[src/rtl/scs8hd_conb_bank.sv]
// Programmable strap/tie-off bank: safe pattern through reset and a hold window,
// then a serially loaded pattern applied atomically on commit, optionally locked.
module scs8hd_conb_bank #(
    parameter int unsigned      WIDTH    = 8,
    parameter logic [WIDTH-1:0] RST_VAL  = '0,
    parameter logic [WIDTH-1:0] SAFE_VAL = '0,
    parameter int unsigned      HOLD_CYC = 4,
    parameter bit               LOCK_EN  = 1'b1
) (
    input  logic             CLK,
    input  logic             RESETB,
    input  logic             SIN,
    input  logic             SEN,
    input  logic             COMMIT,
    input  logic             LOCK,
    output logic [WIDTH-1:0] TIE,
    output logic             HI,
    output logic             LO,
    output logic             READY,
    output logic             ACK,
    output logic             LOCKED,
    output logic             SOUT
);

    localparam int unsigned   CW       = $clog2(HOLD_CYC + 1);
    localparam logic [CW-1:0] CNT_LAST = CW'(HOLD_CYC - 1);
    localparam logic [CW-1:0] CNT_ONE  = CW'(1);

    typedef enum logic {
        ST_HOLD = 1'b0,
        ST_RUN  = 1'b1
    } state_t;

    state_t           state_q, state_d;
    logic [CW-1:0]    cnt_q, cnt_d;
    logic [WIDTH-1:0] shr_q, shr_d;
    logic [WIDTH-1:0] act_q, act_d;
    logic [WIDTH-1:0] tie_q, tie_d;
    logic             ready_q, ready_d;
    logic             ack_q, ack_d;
    logic             locked_q, locked_d;
    logic             commit_q, commit_d;
    logic             commit_ok;

    always_ff @(posedge CLK or negedge RESETB) begin
        if (!RESETB) begin
            state_q  <= ST_HOLD;
            cnt_q    <= '0;
            shr_q    <= RST_VAL;
            act_q    <= RST_VAL;
            tie_q    <= SAFE_VAL;
            ready_q  <= 1'b0;
            ack_q    <= 1'b0;
            locked_q <= 1'b0;
            commit_q <= 1'b0;
        end else begin
            state_q  <= state_d;
            cnt_q    <= cnt_d;
            shr_q    <= shr_d;
            act_q    <= act_d;
            tie_q    <= tie_d;
            ready_q  <= ready_d;
            ack_q    <= ack_d;
            locked_q <= locked_d;
            commit_q <= commit_d;
        end
    end

    // The edge register tracks COMMIT in every state, so a level raised during
    // HOLD never looks like a fresh edge once RUN is reached.
    assign commit_ok = COMMIT & ~commit_q & (state_q == ST_RUN) & ~locked_q;

    always_comb begin
        state_d  = state_q;
        cnt_d    = cnt_q;
        shr_d    = shr_q;
        act_d    = act_q;
        tie_d    = tie_q;
        ready_d  = ready_q;
        ack_d    = 1'b0;
        locked_d = locked_q;
        commit_d = COMMIT;

        if (SEN && !locked_q) begin
            shr_d = {shr_q[WIDTH-2:0], SIN};
        end

        case (state_q)
            ST_HOLD: begin
                cnt_d = cnt_q + CNT_ONE;
                tie_d = SAFE_VAL;
                if (cnt_q == CNT_LAST) begin
                    state_d = ST_RUN;
                    tie_d   = act_q;
                    ready_d = 1'b1;
                end
            end
            ST_RUN: begin
                if (commit_ok) begin
                    act_d = shr_q;
                    ack_d = 1'b1;
                end
                if (LOCK_EN && LOCK) begin
                    locked_d = 1'b1;
                end
                tie_d = act_d;
            end
            default: begin
                state_d = ST_HOLD;
            end
        endcase
    end

    assign TIE    = tie_q;
    assign HI     = 1'b1;
    assign LO     = 1'b0;
    assign READY  = ready_q;
    assign ACK    = ack_q;
    assign LOCKED = locked_q;
    assign SOUT   = shr_q[WIDTH-1];

endmodule

[config.mk]
export PLATFORM = sky130hd
export DESIGN_NAME = scs8hd_conb_bank
export DESIGN_NICKNAME = d
export VERILOG_FILES = /design/src/rtl/scs8hd_conb_bank.sv
export SDC_FILE = /design/constraint.sdc
export NUM_CORES = 1
export LEC_CHECK = 0
export CAP_MARGIN = 20
export CELL_PAD_IN_SITES_DETAIL_PLACEMENT = 1
export CELL_PAD_IN_SITES_GLOBAL_PLACEMENT = 2
export CORE_MARGIN = 8
export CORE_UTILIZATION = 35
export CTS_CLUSTER_DIAMETER = 200
export DETAILED_ROUTE_END_ITERATION = 8
export PLACE_DENSITY_LB_ADDON = 0.08
export SLEW_MARGIN = 10
export SYNTH_ARGS = -nofsm -noshare
export SYNTH_HDL_FRONTEND = slang
export SYNTH_SLANG_ARGS = --single-unit
[constraint.sdc]
create_clock -name CLK -period 1.8 [get_ports CLK]
set_input_delay 0.18 -clock CLK [delete_from_list [all_inputs] [get_ports CLK]]
set_output_delay 0.18 -clock CLK [all_outputs]
set_load 0.02 [all_outputs]
==> results.cfg, run 1 <==
[outcome]
run_status = finished clean

[clock_tree]
post_cts_resized = 0
clkTransAtPathRegs_ns = 0.06
root_buffer = clkbuf_8
ctsHoldBuffers = 0
clk-insertion-delay-late_ns = 0.28
htreeDepth = 2
cts_max_path_buffers = 2
numCtsBuffers = 5
cts_tree = done
cts_num_sinks = 32
post_cts_buffers = 0

[critical_path]
reg2reg_slack_ns = 0.46
worstPathArrival_ns = 1.30
timing.rr.end = TIE[1]
slowest_delay_ns = 0.62
cp.required_ns = 1.62
worst_setup_path_start_kind = flip-flop
crit_type = reg2out
path_delay_family = buffers and inverters
crit_buf_inv = 1
crit_start = LOCKED
critPathMaxFanout = 4
slowest_stage = clkdlybuf4s50_1
end_kind = output port
worstRegToRegCells = 4
crit_chain = clkdlybuf4s50_1
critical_path_depth = 1
r2r-start = cnt_q[0]

[synthesis]
synth_area_um2 = 1280
synth.area.mux_share = 0.215
synth_cell_type_count = 17
avgSynthCellArea_um2 = 13.7
ys_ff_latch = 32
synthAdderAreaFrac = 0.0195
ys_seq_area_frac = 0.623
synthXorXnorAreaFrac = 0.00682
synth_top_family_by_area = multiplexers
ys_warn_count = 0
synthSimpleGateAreaFrac = 0.0185
syn_inst = 94
syn-num-nets = 102
synth_compound_area_frac = 0.0428

[routing]
postRouteAntennaNets = 0
wirelength_mm = 2.44
drc = 0
routedWlPerCell_um = 14.8
vias = 734
viasPerCell = 4.48
drtIter0Drc = 32
first_pass_iters = 3

[finish]
final_cell_mix = 32 x dfrtp_1, 17 x clkdlybuf4s50_1, 16 x mux2i_1
syn2layout_area_growth_pct = 23.7
post-route-cell-area_um2 = 1590
fin_cells = 164
drive_gt1_frac = 0.181
fin_nets = 123
final_common_cell = dfrtp_1
fin_util = 0.441
antenna_cells = 0

[timing]
period_needed_ns = 1.48
fin_crit_sh = 0.820
setup_viol_count_final = 0
fin_tns_setup_ns = 0
hold_viol_final = 0
rsz0062_at_grt = no
timing.fmax_mhz = 678
finClkSkew_ns = 0.00449
maxSlewViolCount = 0
holdWs_ns = 0.308

[power_and_ir_drop]
cellPowerDensity_nw_per_um2 = 974
leakagePower_nw = 0.792
irDropWorstVdd_mv = 0.464

[placed_design]
portBuffers = 17
dp_hpwl_mm = 1.65
gp_congestion = 0.662
dpl_cell_area_um2 = 1500
dp.cells = 156

[die]
die_h_um = 76.6
fp.dieW_um = 76.6
ios = 20
design.die.area_um2 = 5870
initial_utilization = 0.356
core_region_area_um2 = 3610
num_rows = 22

[grt]
antenna_found_initial = 0
track_usage = 0.0925
grt_max_degree = 33
grt_pass1_wl_mm = 4.36
gr-total-overflow = 0
grt_pass1_vias = 871

[job]
cap_violations = 0

[worst_hold_path]
hold_class = in2async
[report_power, final]
part	switching (W)	internal (W)
logic	0.0000950	0.0000870
registers	0.0000272	0.000785
clock network	0.000242	0.000311
total	0.000364	0.00118
[cell usage after synthesis]
library cell	number	share of area
dfrtp_1	32	0.62
mux2i_1	16	0.12
inv_1	11	0.032
mux2_2	9	0.079
o21ai_0	8	0.031
buf_4	3	0.018
a21o_1	2	0.012
clkbuf_1	2	0.0058
conb_1	2	0.0058
ha_1	2	0.019
buf_2	1	0.0039
buf_6	1	0.0088
mux2_4	1	0.012
nand4bb_1	1	0.0088
nor2b_1	1	0.0049
or2_2	1	0.0049
xnor2_1	1	0.0068
[final cells by class]
type                            instances  area [um^2]
Sequential cell                        32          801
Clock buffer                            8         90.1
Fill cell                             368         2020
Tap cell                               48         60.1
Inverter                               11         41.3
Multi-Input combinational cell         44          397
Timing Repair Buffer                   21          200
[flip-flops by register name (all words and copies together) (netlist names)]
| signal | flops |
|---|---|
| READY | 1 |
| state_q | 1 |
| ACK | 1 |
| TIE | 8 |
| commit_q | 1 |
| act_q | 8 |
| cnt_q | 3 |
| shr_q | 8 |
| LOCKED | 1 |
[worst max path at each step]
stage	endpoint	slack, ns
6_report	LOCKED	0.32
5_1_grt	LOCKED	0.28
4_1_cts	LOCKED	0.31
3_5_place_dp	act_q[5]	0.31
3_3_place_gp	act_q[5]	0.34
2_1_floorplan	act_q[7]	0.43
[logic make-up after synthesis]
kind of cell,after synthesis
buf+inv,18
xor+xnor,1
mux,26
compound gates,10
fa+ha+maj,2
simple gates,3
flops,32
other cells,2
[metal layers]
layer  vias up  share of wire  global-route usage
li1        345              -                   -
met1       372           0.48               0.116
met2        13           0.46               0.137
met3         4          0.040              0.0283
met4         0          0.011              0.0519
met5         -              0                   0
[metrics by stage]
stage / setup WS, ns / power [W]
after global placement: 0.337 / 0.00101
after floorplan: 0.431 / 0.000921
after global routing: 0.277 / 0.00164
after CTS: 0.307 / 0.00158
final: 0.325 / 0.00155
after detailed placement: 0.306 / 0.00101
(Power assumes the default switching activity.)
==> run 2, diff against run 1 <==
==> constraint.sdc (replaced) <==
create_clock -name CLK -period 1.4 [get_ports CLK]
set_input_delay 0.14 -clock CLK [delete_from_list [all_inputs] [get_ports CLK]]
set_output_delay 0.14 -clock CLK [all_outputs]
set_load 0.02 [all_outputs]
==> results.cfg, run 2 (synthesized netlist as in run 1, its figures left out) <==
[grt]
grt_pass1_vias = 814
gr-total-overflow = 0
track_usage = 0.0925
grt_max_degree = 33
grt_pass1_wl_mm = 4.16
antenna_found_initial = 0

[critical_path]
crit_buf_inv = 1
path_delay_family = buffers and inverters
slowest_delay_ns = 0.60
slowest_stage = clkdlybuf4s50_1
critPathMaxFanout = 1
r2r-start = cnt_q[0]
cp.required_ns = 1.26
worstPathArrival_ns = 1.20
crit_chain = clkdlybuf4s50_1
worst_setup_path_start_kind = flip-flop
end_kind = output port
reg2reg_slack_ns = 0.13
timing.rr.end = TIE[0]
crit_type = reg2out
critical_path_depth = 1
worstRegToRegCells = 4

[clock_tree]
cts_max_path_buffers = 2
cts_num_sinks = 32
cts_tree = done
clkTransAtPathRegs_ns = 0.06
post_cts_buffers = 0
clk-insertion-delay-late_ns = 0.28
htreeDepth = 2
numCtsBuffers = 5
root_buffer = clkbuf_8
ctsHoldBuffers = 0

[routing]
viasPerCell = 4.45
drc = 0
first_pass_iters = 3
routedWlPerCell_um = 14.5
wirelength_mm = 2.40
drtIter0Drc = 32
vias = 735
postRouteAntennaNets = 0

[power_and_ir_drop]
cellPowerDensity_nw_per_um2 = 1220
leakagePower_nw = 0.845
irDropWorstVdd_mv = 0.567
power.total_w = 0.00199

[timing]
maxSlewViolCount = 0
fin_tns_setup_ns = 0
timing.fmax_mhz = 744
rsz0062_at_grt = no
finClkSkew_ns = 0.00461
fin_crit_sh = 0.960
period_needed_ns = 1.34
setup_viol_count_final = 0
hold_viol_final = 0

[die]
core_region_area_um2 = 3610
initial_utilization = 0.356
ios = 20
num_rows = 22
die_h_um = 76.6
fp.dieW_um = 76.6
design.die.area_um2 = 5870

[job]
cap_violations = 0

[finish]
final_cell_mix = 32 x dfrtp_1, 16 x mux2i_1, 11 x inv_1
fin_nets = 124
antenna_cells = 0
final_common_cell = dfrtp_1
drive_gt1_frac = 0.197
syn2layout_area_growth_pct = 26.6

[placed_design]
gp_congestion = 0.696
dp_hpwl_mm = 1.63
portBuffers = 17

[outcome]
run_status = finished clean

[worst_hold_path]
hold_class = in2async
## run 2: changes by cell type in the layout (fill, tap and decap cells not counted), sizes merged
cell / delta
buf: +1
clkdlybuf4s50: -7
dlygate4sd2: +4
dlymetal6s2s: +3
## run 2: through the flow
step                setup WS [ns]  utilization  instance area [um^2]  hold slack (ns)  cells
floorplan                  0.0314            -                  1280           -0.156     94
global placement           0.0164        0.425                  1530            0.441    157
detailed placement       -0.00162        0.425                  1530            0.459    157
CTS                       0.00295        0.448                  1620            0.218    165
global route            0.0000202        0.451                  1630            0.231    165
finish                     0.0555        0.451                  1630            0.225    165
## run 2: layout make-up
class                      instances  area (um^2)
multi-input combinational         44          399
clock buffer                       8         90.1
tap                               48         60.1
fill                             384         1980
sequential                        32          801
inverter                          11         41.3
timing repair buffer              22          235
## run 2: repair_timing
action,4_1_cts,5_1_grt
endpoints found under the setup margin,4,12
gates resized for setup,4,4
pin swaps,0,0
## run 2: report_power, final
part	internal (W)	switching, W
Sequential	0.00101	0.0000341
Combinational	0.000112	0.000120
Clock	0.000400	0.000309
Total	0.00152	0.000463
## run 2: worst max-delay path by stage
stage	start	endpoint	slack [ns]
4_1_cts	cnt_q[0]	TIE[0]	0.003
5_1_grt	TIE[2]	TIE[2]	0.00002
3_3_place_gp	COMMIT	act_q[7]	0.02
3_5_place_dp	COMMIT	act_q[7]	-0.002
2_1_floorplan	LOCKED	act_q[7]	0.03
6_report	TIE[4]	TIE[4]	0.06
## run 2: metal layers
metal  share of wire  track usage
met3           0.063       0.0472
met5               0            0
met1            0.43        0.101
met2            0.48        0.141
met4           0.025       0.0519
==> RTL change: new RTL, config.mk and constraints of run 1 <==
Make the reset (`RESETB`) synchronous in one clocked block.
--- a/src/rtl/scs8hd_conb_bank.sv
+++ b/src/rtl/scs8hd_conb_bank.sv
@@ -44,3 +44,3 @@
 
-    always_ff @(posedge CLK or negedge RESETB) begin
+    always_ff @(posedge CLK) begin
         if (!RESETB) begin
Formal check against the unedited RTL: differs if RESETB is asserted again (counterexample within 10 cycles, from zero or initial values and one cycle with RESETB low); with RESETB held inactive, the same outputs for 10 cycles.
==> RTL change against run 1 <==
Synthesized area fell by 0.78%; clock power fell by 33%; combinational power is 18% lower; via count is 18% higher; wire length is 2.1% higher; first-iteration DRC count rose by 50%; design area decreased by 5.9%; total power fell by 18%; die area shrank 0.61%; synthesized cell count grew 30%; worst setup slack worse by 0.13 ns; sequential cell count unchanged; largest cell class unchanged.
==> RTL change: results (changes against run 1) <==
Status
  • Status: finished, final reports clean

Power
  • Leakage: 0.5211 nW (-34%)
  • NetSw: 0.3309 mW (-9.1%)

Setup path
  • Slowest stage delay, CP: 0.65 ns (+0.03 ns)
  • Worst EP arrival: 1.42 ns (+0.12 ns)
  • CP Max Fanout: 5 (+1)

Synthesis
  • Post-synth ARST share: 0% (-100 points)
  • Synth top cells by count: dfxtp_1, nand2_1, a21boi_1, nand3_2
  • Net count after synthesis: 130 (+27%)
  • Seq/Total Area, Yosys: 50.25% (-12 points)
  • Netlist cell types: 28 (+11)

Drt
  • DRT Pass-1 Iters: 2 (-1)
  • Total number of vias: 864 (+18%)

Global route
  • GR Util met2: 14.57% (+0.86 points)
  • Largest net degree at the start of global routing: 26 (-21%)
  • GRT Util Overall: 9.166% (-0.088 points)
  • Met1 Use GR: 10.51% (-1.1 points)
  • Vias in the first global route: 915 (+5.1%)

Clock tree
  • Clock Pin Slew Worst Setup and Hold Paths: 0.09 ns (+0.03 ns)
  • CTS root buffer: clkbuf_4
  • Worst-Skew Late Latency: 0.32 ns (+0.04 ns)

STA
  • Max Clock Skew: 0.003226 ns (-0.001262 ns)

Final layout
  • # fillers: 416 (+13%)
  • Fin nets: 147 (+20%)
  • Share of layout cells above drive strength 1: 20.14% (+2.0 points)

Hold path
  • Class of the worst hold path: primary input to flop

Placement
  • DP Worst Slack: 0.2772 ns (-0.02844 ns)
  • HPWL Detailed: 1757 um (+6.7%)
RTL change: cell count changes after synthesis, moves of 4 or more:
cell      before  now
a21boi_1       0    8
and2_1         0    4
dfrtp_1       32    0
dfxtp_1        0   32
inv_1         11    1
mux2_2         9    0
mux2i_1       16    1
nand2_1        0   25
nand3_2        0    8
o21ai_0        8    1
o21ai_2        0    5
o31ai_1        0    5
RTL change: kinds of logic (layout without fill, tap and decap cells):
kind of cell,after synthesis,count (layout),share of synthesized area [%]
AOI/OAI and AO/OA,27,27,16.58
DFF,32,32,50.24
other,2,2,0.5890
and+or+nand+nor,45,45,21.10
buffers and inverters,12,29,8.046
muxes,1,1,0.7851
xor gates and xnor gates,1,1,0.6871
adders and majority gates,2,2,1.962
RTL change: area by class of cell:
type / instances / area [um2] / share of cell area (%)
clock buffer: 6 / 41.29 / 2.762
clock inverter: 1 / 5.005 / 0.3347
inverter: 1 / 3.754 / 0.2510
multi-input combinational: 78 / 531.8 / 35.56
sequential: 32 / 640.6 / 42.85
tap: 48 / 60.06 / 4.017
timing repair buffer: 21 / 212.7 / 14.23
RTL change: power by group through the flow:
stage | combinational (mW) | sequential, mW | clock [mW]
finish | 0.150 | 0.754 | 0.369
global route | 0.169 | 0.758 | 0.432
CTS | 0.155 | 0.755 | 0.392
detailed placement | 0.154 | 0.772 | 0
global placement | 0.145 | 0.770 | 0
floorplan | 0.116 | 0.768 | 0
RTL change: metal layers:
metal  vias up  wire length [um]
met5         -                 0
li1        435                 -
met3         7               117
met2        15              1198
met4         0                42
met1       407              1127
RTL change: final timing paths:
kind,slack (ns),to,startpoint
worst min-delay path,0.41,shr_q[0],SIN
worst min register to register,0.46,act_q[1],act_q[1]
worst max-delay path,0.20,LOCKED,LOCKED
worst max register to register,0.39,TIE[0],cnt_q[0]
RTL change: metrics by stage:
stage                     util [%]  std cells  power [mW]  instance area [um2]  hold WS, ns
after floorplan                  -        122      0.8845                 1275       0.3073
after global placement       40.49        180      0.9152                 1449       0.4482
after detailed placement     40.49        180      0.9256                 1449       0.4516
after CTS                    41.78        187       1.302                 1495       0.3934
after global routing         41.78        187       1.359                 1495       0.4246
final                        41.78        187       1.273                 1495       0.4109
RTL change: worst min-delay path: stages:
cell and delay, ns:
clkdlybuf4s50_1 0.40, nand2_1 0.06, a21boi_1 0.05
